===== src/rtl/decode_stage.sv =====
// rtl/decode_stage.sv - RV32I decode stage: register file, immediate/control decode, load-use stall.
module decode_stage (
    input  logic        clk,
    input  logic        reset,
    input  logic        stop,
    input  logic [31:0] command,
    input  logic [31:0] now_pc,
    input  logic        flush,
    input  logic        wb_en,
    input  logic [4:0]  wb_rd,
    input  logic [31:0] wb_data,
    output logic        stall_req,
    output logic [31:0] d_pc,
    output logic [6:0]  d_opcode,
    output logic [2:0]  d_funct3,
    output logic        d_funct7b5,
    output logic [4:0]  d_rd,
    output logic [4:0]  d_rs1,
    output logic [4:0]  d_rs2,
    output logic [31:0] d_imm,
    output logic [31:0] d_rs1_data,
    output logic [31:0] d_rs2_data,
    output logic        d_mem_read,
    output logic        d_mem_write,
    output logic        d_reg_write,
    output logic        d_illegal
);

    localparam logic [6:0] OP_LUI    = 7'b0110111;
    localparam logic [6:0] OP_AUIPC  = 7'b0010111;
    localparam logic [6:0] OP_JAL    = 7'b1101111;
    localparam logic [6:0] OP_JALR   = 7'b1100111;
    localparam logic [6:0] OP_BRANCH = 7'b1100011;
    localparam logic [6:0] OP_LOAD   = 7'b0000011;
    localparam logic [6:0] OP_STORE  = 7'b0100011;
    localparam logic [6:0] OP_IMM    = 7'b0010011;
    localparam logic [6:0] OP_OP     = 7'b0110011;
    localparam logic [6:0] OP_FENCE  = 7'b0001111;
    localparam logic [6:0] OP_SYSTEM = 7'b1110011;

    logic [31:0] regs [32];

    logic [6:0]  opcode;
    logic [4:0]  rd;
    logic [4:0]  rs1;
    logic [4:0]  rs2;
    logic [31:0] imm;
    logic        legal;
    logic        writes_rd;
    logic        rs1_use;
    logic        rs2_use;
    logic [31:0] rs1_data;
    logic [31:0] rs2_data;

    assign opcode = command[6:0];
    assign rd     = command[11:7];
    assign rs1    = command[19:15];
    assign rs2    = command[24:20];

    always_comb begin
        imm       = 32'd0;
        legal     = 1'b1;
        writes_rd = 1'b0;
        rs1_use   = 1'b1;
        rs2_use   = 1'b0;
        case (opcode)
            OP_LUI, OP_AUIPC: begin
                imm       = {command[31:12], 12'd0};
                writes_rd = 1'b1;
                rs1_use   = 1'b0;
            end
            OP_JAL: begin
                imm       = {{12{command[31]}}, command[19:12], command[20], command[30:21], 1'b0};
                writes_rd = 1'b1;
                rs1_use   = 1'b0;
            end
            OP_JALR, OP_LOAD, OP_IMM: begin
                imm       = {{20{command[31]}}, command[31:20]};
                writes_rd = 1'b1;
            end
            OP_STORE: begin
                imm     = {{20{command[31]}}, command[31:25], command[11:7]};
                rs2_use = 1'b1;
            end
            OP_BRANCH: begin
                imm     = {{20{command[31]}}, command[7], command[30:25], command[11:8], 1'b0};
                rs2_use = 1'b1;
            end
            OP_OP: begin
                writes_rd = 1'b1;
                rs2_use   = 1'b1;
            end
            OP_FENCE, OP_SYSTEM: begin
                legal = 1'b1;
            end
            default: begin
                legal = 1'b0;
            end
        endcase
    end

    // Write-back bypass: a same-cycle write to the source register wins over the array.
    assign rs1_data = (rs1 == 5'd0) ? 32'd0 : ((wb_en && wb_rd == rs1) ? wb_data : regs[rs1]);
    assign rs2_data = (rs2 == 5'd0) ? 32'd0 : ((wb_en && wb_rd == rs2) ? wb_data : regs[rs2]);

    assign stall_req = !reset && !stop && !flush && d_mem_read && (d_rd != 5'd0) &&
                       ((rs1_use && rs1 == d_rd) || (rs2_use && rs2 == d_rd));

    always_ff @(posedge clk) begin
        if (reset) begin
            for (int i = 0; i < 32; i++) begin
                regs[i] <= 32'd0;
            end
        end else if (wb_en && wb_rd != 5'd0) begin
            regs[wb_rd] <= wb_data;
        end
    end

    // A bubble is an ADDI x0,x0,0 with no side effects; it keeps d_pc except on reset.
    always_ff @(posedge clk) begin
        if (reset || (!stop && (flush || stall_req))) begin
            if (reset) begin
                d_pc <= 32'd0;
            end
            d_opcode    <= OP_IMM;
            d_funct3    <= 3'd0;
            d_funct7b5  <= 1'b0;
            d_rd        <= 5'd0;
            d_rs1       <= 5'd0;
            d_rs2       <= 5'd0;
            d_imm       <= 32'd0;
            d_rs1_data  <= 32'd0;
            d_rs2_data  <= 32'd0;
            d_mem_read  <= 1'b0;
            d_mem_write <= 1'b0;
            d_reg_write <= 1'b0;
            d_illegal   <= 1'b0;
        end else if (!stop) begin
            d_pc        <= now_pc;
            d_opcode    <= opcode;
            d_funct3    <= command[14:12];
            d_funct7b5  <= command[30];
            d_rd        <= rd;
            d_rs1       <= rs1;
            d_rs2       <= rs2;
            d_imm       <= imm;
            d_rs1_data  <= rs1_data;
            d_rs2_data  <= rs2_data;
            d_mem_read  <= (opcode == OP_LOAD);
            d_mem_write <= (opcode == OP_STORE);
            d_reg_write <= writes_rd && (rd != 5'd0);
            d_illegal   <= !legal;
        end
    end

endmodule


===== config.mk =====
export PLATFORM = sky130hd
export DESIGN_NAME = decode_stage
export DESIGN_NICKNAME = d
export VERILOG_FILES = /design/src/rtl/decode_stage.sv
export SDC_FILE = /design/constraint.sdc
export NUM_CORES = 2
export LEC_CHECK = 0
export ABC_CLOCK_PERIOD_IN_PS = 3300
export BUFFER_PORTS_ARGS = -buffer_cell sky130_fd_sc_hd__buf_4
export CAP_MARGIN = 10
export CELL_PAD_IN_SITES_DETAIL_PLACEMENT = 1
export CELL_PAD_IN_SITES_GLOBAL_PLACEMENT = 2
export CORE_MARGIN = 2
export CORE_UTILIZATION = 46
export CTS_BUF_LIST = sky130_fd_sc_hd__clkbuf_4 sky130_fd_sc_hd__clkbuf_8 sky130_fd_sc_hd__clkbuf_16
export CTS_CLUSTER_DIAMETER = 40
export DETAILED_ROUTE_END_ITERATION = 8
export PLACE_DENSITY = 0.84
export SYNTH_ARGS = -nofsm -noshare
export SYNTH_HDL_FRONTEND = slang
export SYNTH_SLANG_ARGS = --single-unit

===== constraint.sdc =====
create_clock -name clk -period 3.3 [get_ports clk]
set_clock_uncertainty 0.2 [all_clocks]
set_input_delay 0.33 -clock clk [delete_from_list [all_inputs] [get_ports clk]]
set_output_delay 0.33 -clock clk [all_outputs]
set_load 0.01 [all_outputs]

* Word-level counts from Yosys, hierarchy flattened
Memories as Yosys holds them, arrays and structs flattened.
Cells that the tools add are included.
** Word-level totals
- Bits in registers :: 158
- Latch bits :: 0
- RAM bits :: 1024
- ROM bits :: 0
- Input port bits :: 106
- Output and inout port bits :: 159
- Logic and storage cells :: 84
- Memories kept :: 1
** Memory list
- regs :: words 32, bits a word 32, rd ports 2, clocked after Yosys merged registers in 0, wr ports 32, RTL line 41 : logic [31:0] regs [32];
** Operators by class
- Add/subtract/negate cells :: 0
- Multipliers :: 0
- Div/mod/pow operators :: 0
- Magnitude comparators :: 0
- Equality and inequality tests :: 17
- Shift operators :: 0
- Multiplexer cells :: 20
- Bitwise operators :: 0
- Reduce and logical (&&, ||, !) cells :: 32
** Operator list (number)
- 32-bit two-way mux :: 8
- 32-bit case mux with 5 select lines :: 1
- 32-bit OR reduction :: 1
- 7-bit equality test (second input constant) :: 4
- 7-bit by 6-bit equality test with 1-bit output (second input constant) :: 3
- 5-bit equality test :: 4
- 5-bit nonzero test :: 3
- 7-bit by 5-bit equality test with 1-bit output (second input constant) :: 2
- 1-bit logical AND :: 12
- 11-bit OR reduction :: 1
- 5-bit logical NOT :: 2
- 1-bit two-way mux :: 10
- 3-bit OR reduction :: 3
- 7-bit by 2-bit equality test with 1-bit output (second input constant) :: 1
- 7-bit by 4-bit equality test with 1-bit output (second input constant) :: 1
- 7-bit OR reduction :: 1
- 5-bit two-way mux :: 1
- 1-bit logical NOT :: 4
- 1-bit logical OR :: 3
- 2-bit by 1-bit inequality test with 1-bit output (second input constant) :: 1
- 2-bit inequality test (second input constant) :: 1
- 2-bit AND reduction :: 1
- 2-bit OR reduction :: 1

* Logic depth before layout (Yosys ltp)
- Word-level depth :: 11
- Depth in mapped cells :: 9
- Depth with buffers taken out :: 6

* Least setup slack after synthesis
OpenSTA, ideal clock, no wires.
- Kind :: input-to-reg
- From :: input port command[4]
- To :: register d_pc[0] (enable)
- Setup time :: 0.388 ns
- Arrival time :: 1.969 ns
- Required time :: 2.712 ns
- Path slack :: 0.743 ns
- Cell stages on the path :: 5
- Buffers on the path :: 0
- Path through :: nand3b_1 -> nor3_2 -> nor4_2 -> o221ai_2 -> a21o_1
** Between the ends
- Word-level cells in the longest chain between the ends :: 11
- Elaborated cells on any way between the ends :: 20
- Classes of those cells :: eq/ne: 8; mux: 2; reduce/logical: 10
** Ends and longest elaborated chain
- start: declaration :: RTL line 6 : input logic [31:0] command,
- 7-bit equality test (tied with other cells) :: RTL line 66 : case (opcode)
- 3-bit OR reduction (no source line)
- 1-bit two-way mux :: RTL line 66
- 1-bit logical AND :: RTL line 107 : ((rs1_use && rs1 == d_rd) || (rs2_use && rs2 == d_rd));
- 1-bit logical OR (*) :: RTL line 107
- 1-bit logical AND (*) :: RTL line 106 : assign stall_req = !reset && !stop && !flush && d_mem_read && (d_rd != 5'd0) &&
- 1-bit logical OR (*) :: RTL line 121 : if (reset || (!stop && (flush || stall_req))) begin
- 1-bit logical AND (*) :: RTL line 121
- 1-bit logical OR (*) :: RTL line 121
- 2-bit by 1-bit inequality test with 1-bit output (no source line) / 2-bit inequality test (equally long branches)
- 2-bit AND reduction (no source line) (*)
- end signal: assignment :: RTL line 139 : d_pc <= now_pc;
- end: declaration :: RTL line 13 : output logic [31:0] d_pc,
Mark *: on every way between the ends. The rest lies on a longest branch, timed or not.
A chain may end at the register's enable or synchronous reset.

* Final worst setup path
- From :: register d_rd[0]
- To :: output port stall_req
** Between the ends
- Word-level cells in the longest chain between the ends :: 4
- Elaborated cells on any way between the ends :: 8
- Classes of those cells :: eq/ne: 2; reduce/logical: 6
** Ends and longest elaborated chain
- start: declaration :: RTL line 17 : output logic [4:0] d_rd,
- start signal: assignment :: RTL line 143 : d_rd <= rd;
- 5-bit equality test :: RTL line 107
- 1-bit logical AND :: RTL line 107
- 1-bit logical OR :: RTL line 107
- 1-bit logical AND (*) :: RTL line 106
- end: declaration :: RTL line 12 : output logic stall_req,
Marked as above.

==> qor_table.md <==
| Stage | Metric | This run |
|---|---|---|
| run status | Run status | finished clean |
| clock network | Total of hold buffers inserted after clock tree synthesis | 102 |
| clock network | Clock tree from TritonCTS | done |
| synth | Number of synthesized flops with an enable pin | 1,056 |
| die | Floorplan die width | 364 microns |
| clock network | Clk sink count | 1,182 |
| drt | Final WL | 217,000 microns |
| drt | WL/cell | 34.6 microns |
| sta | Tightest slew margin relative to the limit | 33.1% |
| sta | Number of hold-slack violations in the final timing report | 0 |
| power | Register share of total power | 42.1% |
| setup path | R2R Setup Slk | 0.73 ns |
| finish | Summed area of non-filler cells in the final layout | 0.0719 sq mm |
| clock network | Clock transition at path regs | 0.05 ns |
| die | Number of I/O pins | 265 |
| die | Floorplan die height | 364 microns |
| synth | Cell count after synthesis | 4,041 |
| drt | Vias after detailed routing | 41,199 |
| sta | Unrepaired setup endpoints after global routing | false |
| synth | Most common library cells after synthesis | sky130_fd_sc_hd__edfxtp_1, sky130_fd_sc_hd__and2_1, sky130_fd_sc_hd__mux4_2, sky130_fd_sc_hd__clkbuf_1, sky130_fd_sc_hd__a22oi_1 |
| setup path | Type of element capturing the critical path | output port |
| drt | Iteration-0 DRC Markers | 5,678 |
| sta | Time the final worst path needs with I/O delays and setup | 2.88 ns |
| synth | Top cells by area, synth | sky130_fd_sc_hd__edfxtp_1, sky130_fd_sc_hd__mux4_2, sky130_fd_sc_hd__and2_1, sky130_fd_sc_hd__dfxtp_1, sky130_fd_sc_hd__a22oi_1 |
| sta | Post-route clock period utilization | 87.3% |
| power | Switching Share | 24.6% |
| clock network | Root buffer cell | sky130_fd_sc_hd__clkbuf_16 |
| setup path | Critical-path cell with the highest stage delay | sky130_fd_sc_hd__or4_1 |
| clock network | Clock latency reported for the late side of the worst-skew pair | 0.80 ns |
| power | Peak VDD IR | 0.579 mV |
| finish | Post-Route Utilization | 55.7% |
| drt | Post-detailed-route via-to-cell ratio | 6.57 |
| sta | Slew Viols, Final | 0 |
| synth | Register bit total from synthesis | 1,182 |
| place | Number of port buffers | 264 |
| place | Placer Congestion | 0.858 |
| sta | Highest attainable clock frequency | 0.347 GHz |
| drt | Post-route DRC | 0 |
| hold path | Hold Crit Class | primary input to flip-flop |
| finish | Final layout net count | 4,483 |
| finish | Share of post-route cells with drive strength above 1 | 30.2% |
| clock network | Count of cells resized by post-cts repair | 0 |
| die | Die area | 0.133 sq mm |
| synth | Number of different library cells in the post-synthesis netlist | 53 |
| die | Placement row count | 132 |
| clock network | Number of levels in the clock H-tree | 4 |
| sta | Final-layout worst hold slack | 0.0369 ns |
| synth | Portion of the post-synthesis area used by sequential elements | 57.4% |
| global route | First-pass GRT wire length | 310,000 microns |
| sta | Slew at the pin with the worst max-slew slack | 1.00 ns |
| setup path | Worst path required time | 2.77 ns |
| global route | Number of global-route vias before repair | 43,634 |
| synth | Post-synthesis async set-or-reset flop share | 0% |
| synth | Mean area per synthesized cell | 14.8 sq um |
| finish | Filler cell count | 12,050 |
| global route | Total routing resource utilization after global routing | 32.7% |
| power | Combinational group share of total power | 10.4% |
| synth | Summed instance area of the synthesized netlist | 0.0597 sq mm |
| setup path | Ordered cell list for the critical path | or4_1 -> o221ai_2 -> inv_1 -> buf_4 |
| sta | Final number of setup-violating endpoints | 0 |
| sta | Final setup TNS | 0 ns |
| power | Clock group share of total power | 47.5% |
| place | Final HPWL from detailed placement | 129,000 microns |
| setup path | WS Path Type | flip-flop to output port |
| global route | Grt total ovfl | 0 |
| die | Core footprint | 0.129 sq mm |
| setup path | Largest fanout of any net on the critical path | 5 |
| synth | Leading area contributor after synthesis | sky130_fd_sc_hd__edfxtp_1 |
| synth | Main flop type after synthesis | sky130_fd_sc_hd__edfxtp_1 |
| setup path | Largest delay contributor family on the critical path | simple AND/OR/NAND/NOR gates |
| synth | Number of warnings reported in the yosys synthesis log | 0 |
| finish | Synth-to-Final Area Change | 20.5% |
| clock network | Postcts setup bufs | 0 |
| die | Effective utilization at floorplan | 46.2% |
| clock network | Buffers from clock root to sink, at most | 3 |
| power | Total power divided by cell area | 583 mW/mm^2 |
| global route | Largest net degree at the start of global routing | 65 |
| power | Switching component of the power | 10,300 uW |
| setup path | Count of buffering cells on the critical path with inverters included | 2 |
| global route | Antenna violations before repair | 9 |
| synth | Proportion of netlist area held by the largest area contributor | 53.1% |
| place | Placed Instance Area | 0.0646 sq mm |
| clock network | Total CTS buffers | 179 |
| setup path | Biggest cell delay along the critical path | 0.58 ns |
| drt | Antenna Violating Nets Remaining | 0 |
| power | Leakage | 0.0256 uW |
| run | Number of max-cap violations | 0 |
| setup path | CP Data Arrival Time | 2.35 ns |
| drt | First drt pass iteration count | 8 |
| power | Design internal power | 31,700 uW |
| synth | Count leader, synth | sky130_fd_sc_hd__edfxtp_1 |
| setup path | Type of origin of the critical path | flip-flop |
==> through the flow <==
stage | setup slack, ns | instances | power (uW)
2_1_floorplan | 0.743 | 4072 | 20200
3_5_place_dp | 0.320 | 5836 | 22100
5_1_grt | 0.363 | 6271 | 43000
4_1_cts | 0.389 | 6271 | 42000
3_3_place_gp | 0.350 | 5836 | 22000
6_report | 0.418 | 6272 | 42000
==> flip-flops by register name (all words and copies together) (netlist names), 3 cells and up <==
name,count
d_pc,32
d_rs1_data,32
d_rd,5
regs,1024
d_rs2_data,32
d_imm,32
d_opcode,7
d_rs1,5
d_funct3,3
d_rs2,5
==> cell usage in the layout (no fill, tap or decap), types with 66 or more instances in the layout <==
master / n
sky130_fd_sc_hd__mux4_2: 512
sky130_fd_sc_hd__edfxtp_1: 1056
sky130_fd_sc_hd__buf_12: 66
sky130_fd_sc_hd__a21oi_1: 105
sky130_fd_sc_hd__buf_4: 384
sky130_fd_sc_hd__a22oi_1: 288
sky130_fd_sc_hd__dlygate4sd3_1: 102
sky130_fd_sc_hd__nor2_1: 71
sky130_fd_sc_hd__clkbuf_16: 185
sky130_fd_sc_hd__dfxtp_1: 126
sky130_fd_sc_hd__and2_1: 1026
sky130_fd_sc_hd__nand2_1: 116
==> cells by family after synthesis <==
family	synth area share [%]
and+or+nand+nor	13.1
AOI/OAI and AO/OA	6.46
buffers and inverters	3.05
DFF	57.4
muxes	19.8
other	0.00628
xor gates and xnor gates	0.308
==> layout make-up <==
cell class	instances	area, sq um	share of cell area (%)
flip-flops and latches	1182	34200	47.6
multi-input cells	2453	23900	33.2
repair buffers	557	5300	7.36
clock buffers	213	4890	6.80
well taps	1742	2180	3.03
clock inverters	120	1430	1.98
inverters	4	15.0	0.0209
diodes	1	2.50	0.00348
==> power groups by stage <==
stage	Combinational, uW	Sequential, uW	Clock (uW)
6_report	4350	17700	19900
5_1_grt	4520	17800	20700
4_1_cts	4310	17700	20100
3_5_place_dp	4180	17900	0
3_3_place_gp	4120	17800	0
2_1_floorplan	2430	17700	0
==> final timing paths <==
path | start | cells past startpoint | endpoint
max | d_rd[0] | 4 | stall_req
min | flush | 5 | d_opcode[1]
max reg2reg | d_rd[0] | 4 | d_pc[3]
min reg2reg | d_illegal | 2 | d_illegal
==> per-layer routing <==
metal | global-route usage, % | part of all wire, %
met5 | 0 | 0.0051
met1 | 42.0 | 37
met2 | 52.2 | 47
met4 | 15.1 | 4.7
met3 | 8.37 | 12
==> tightest hold or removal path, delay by kind of cell <==
kind            cells  cell delay (ns)
buf+inv             2             0.32
compound gates      1             0.17
simple gates        2             0.15
No activity file was read; power rests on OpenSTA's default activity.
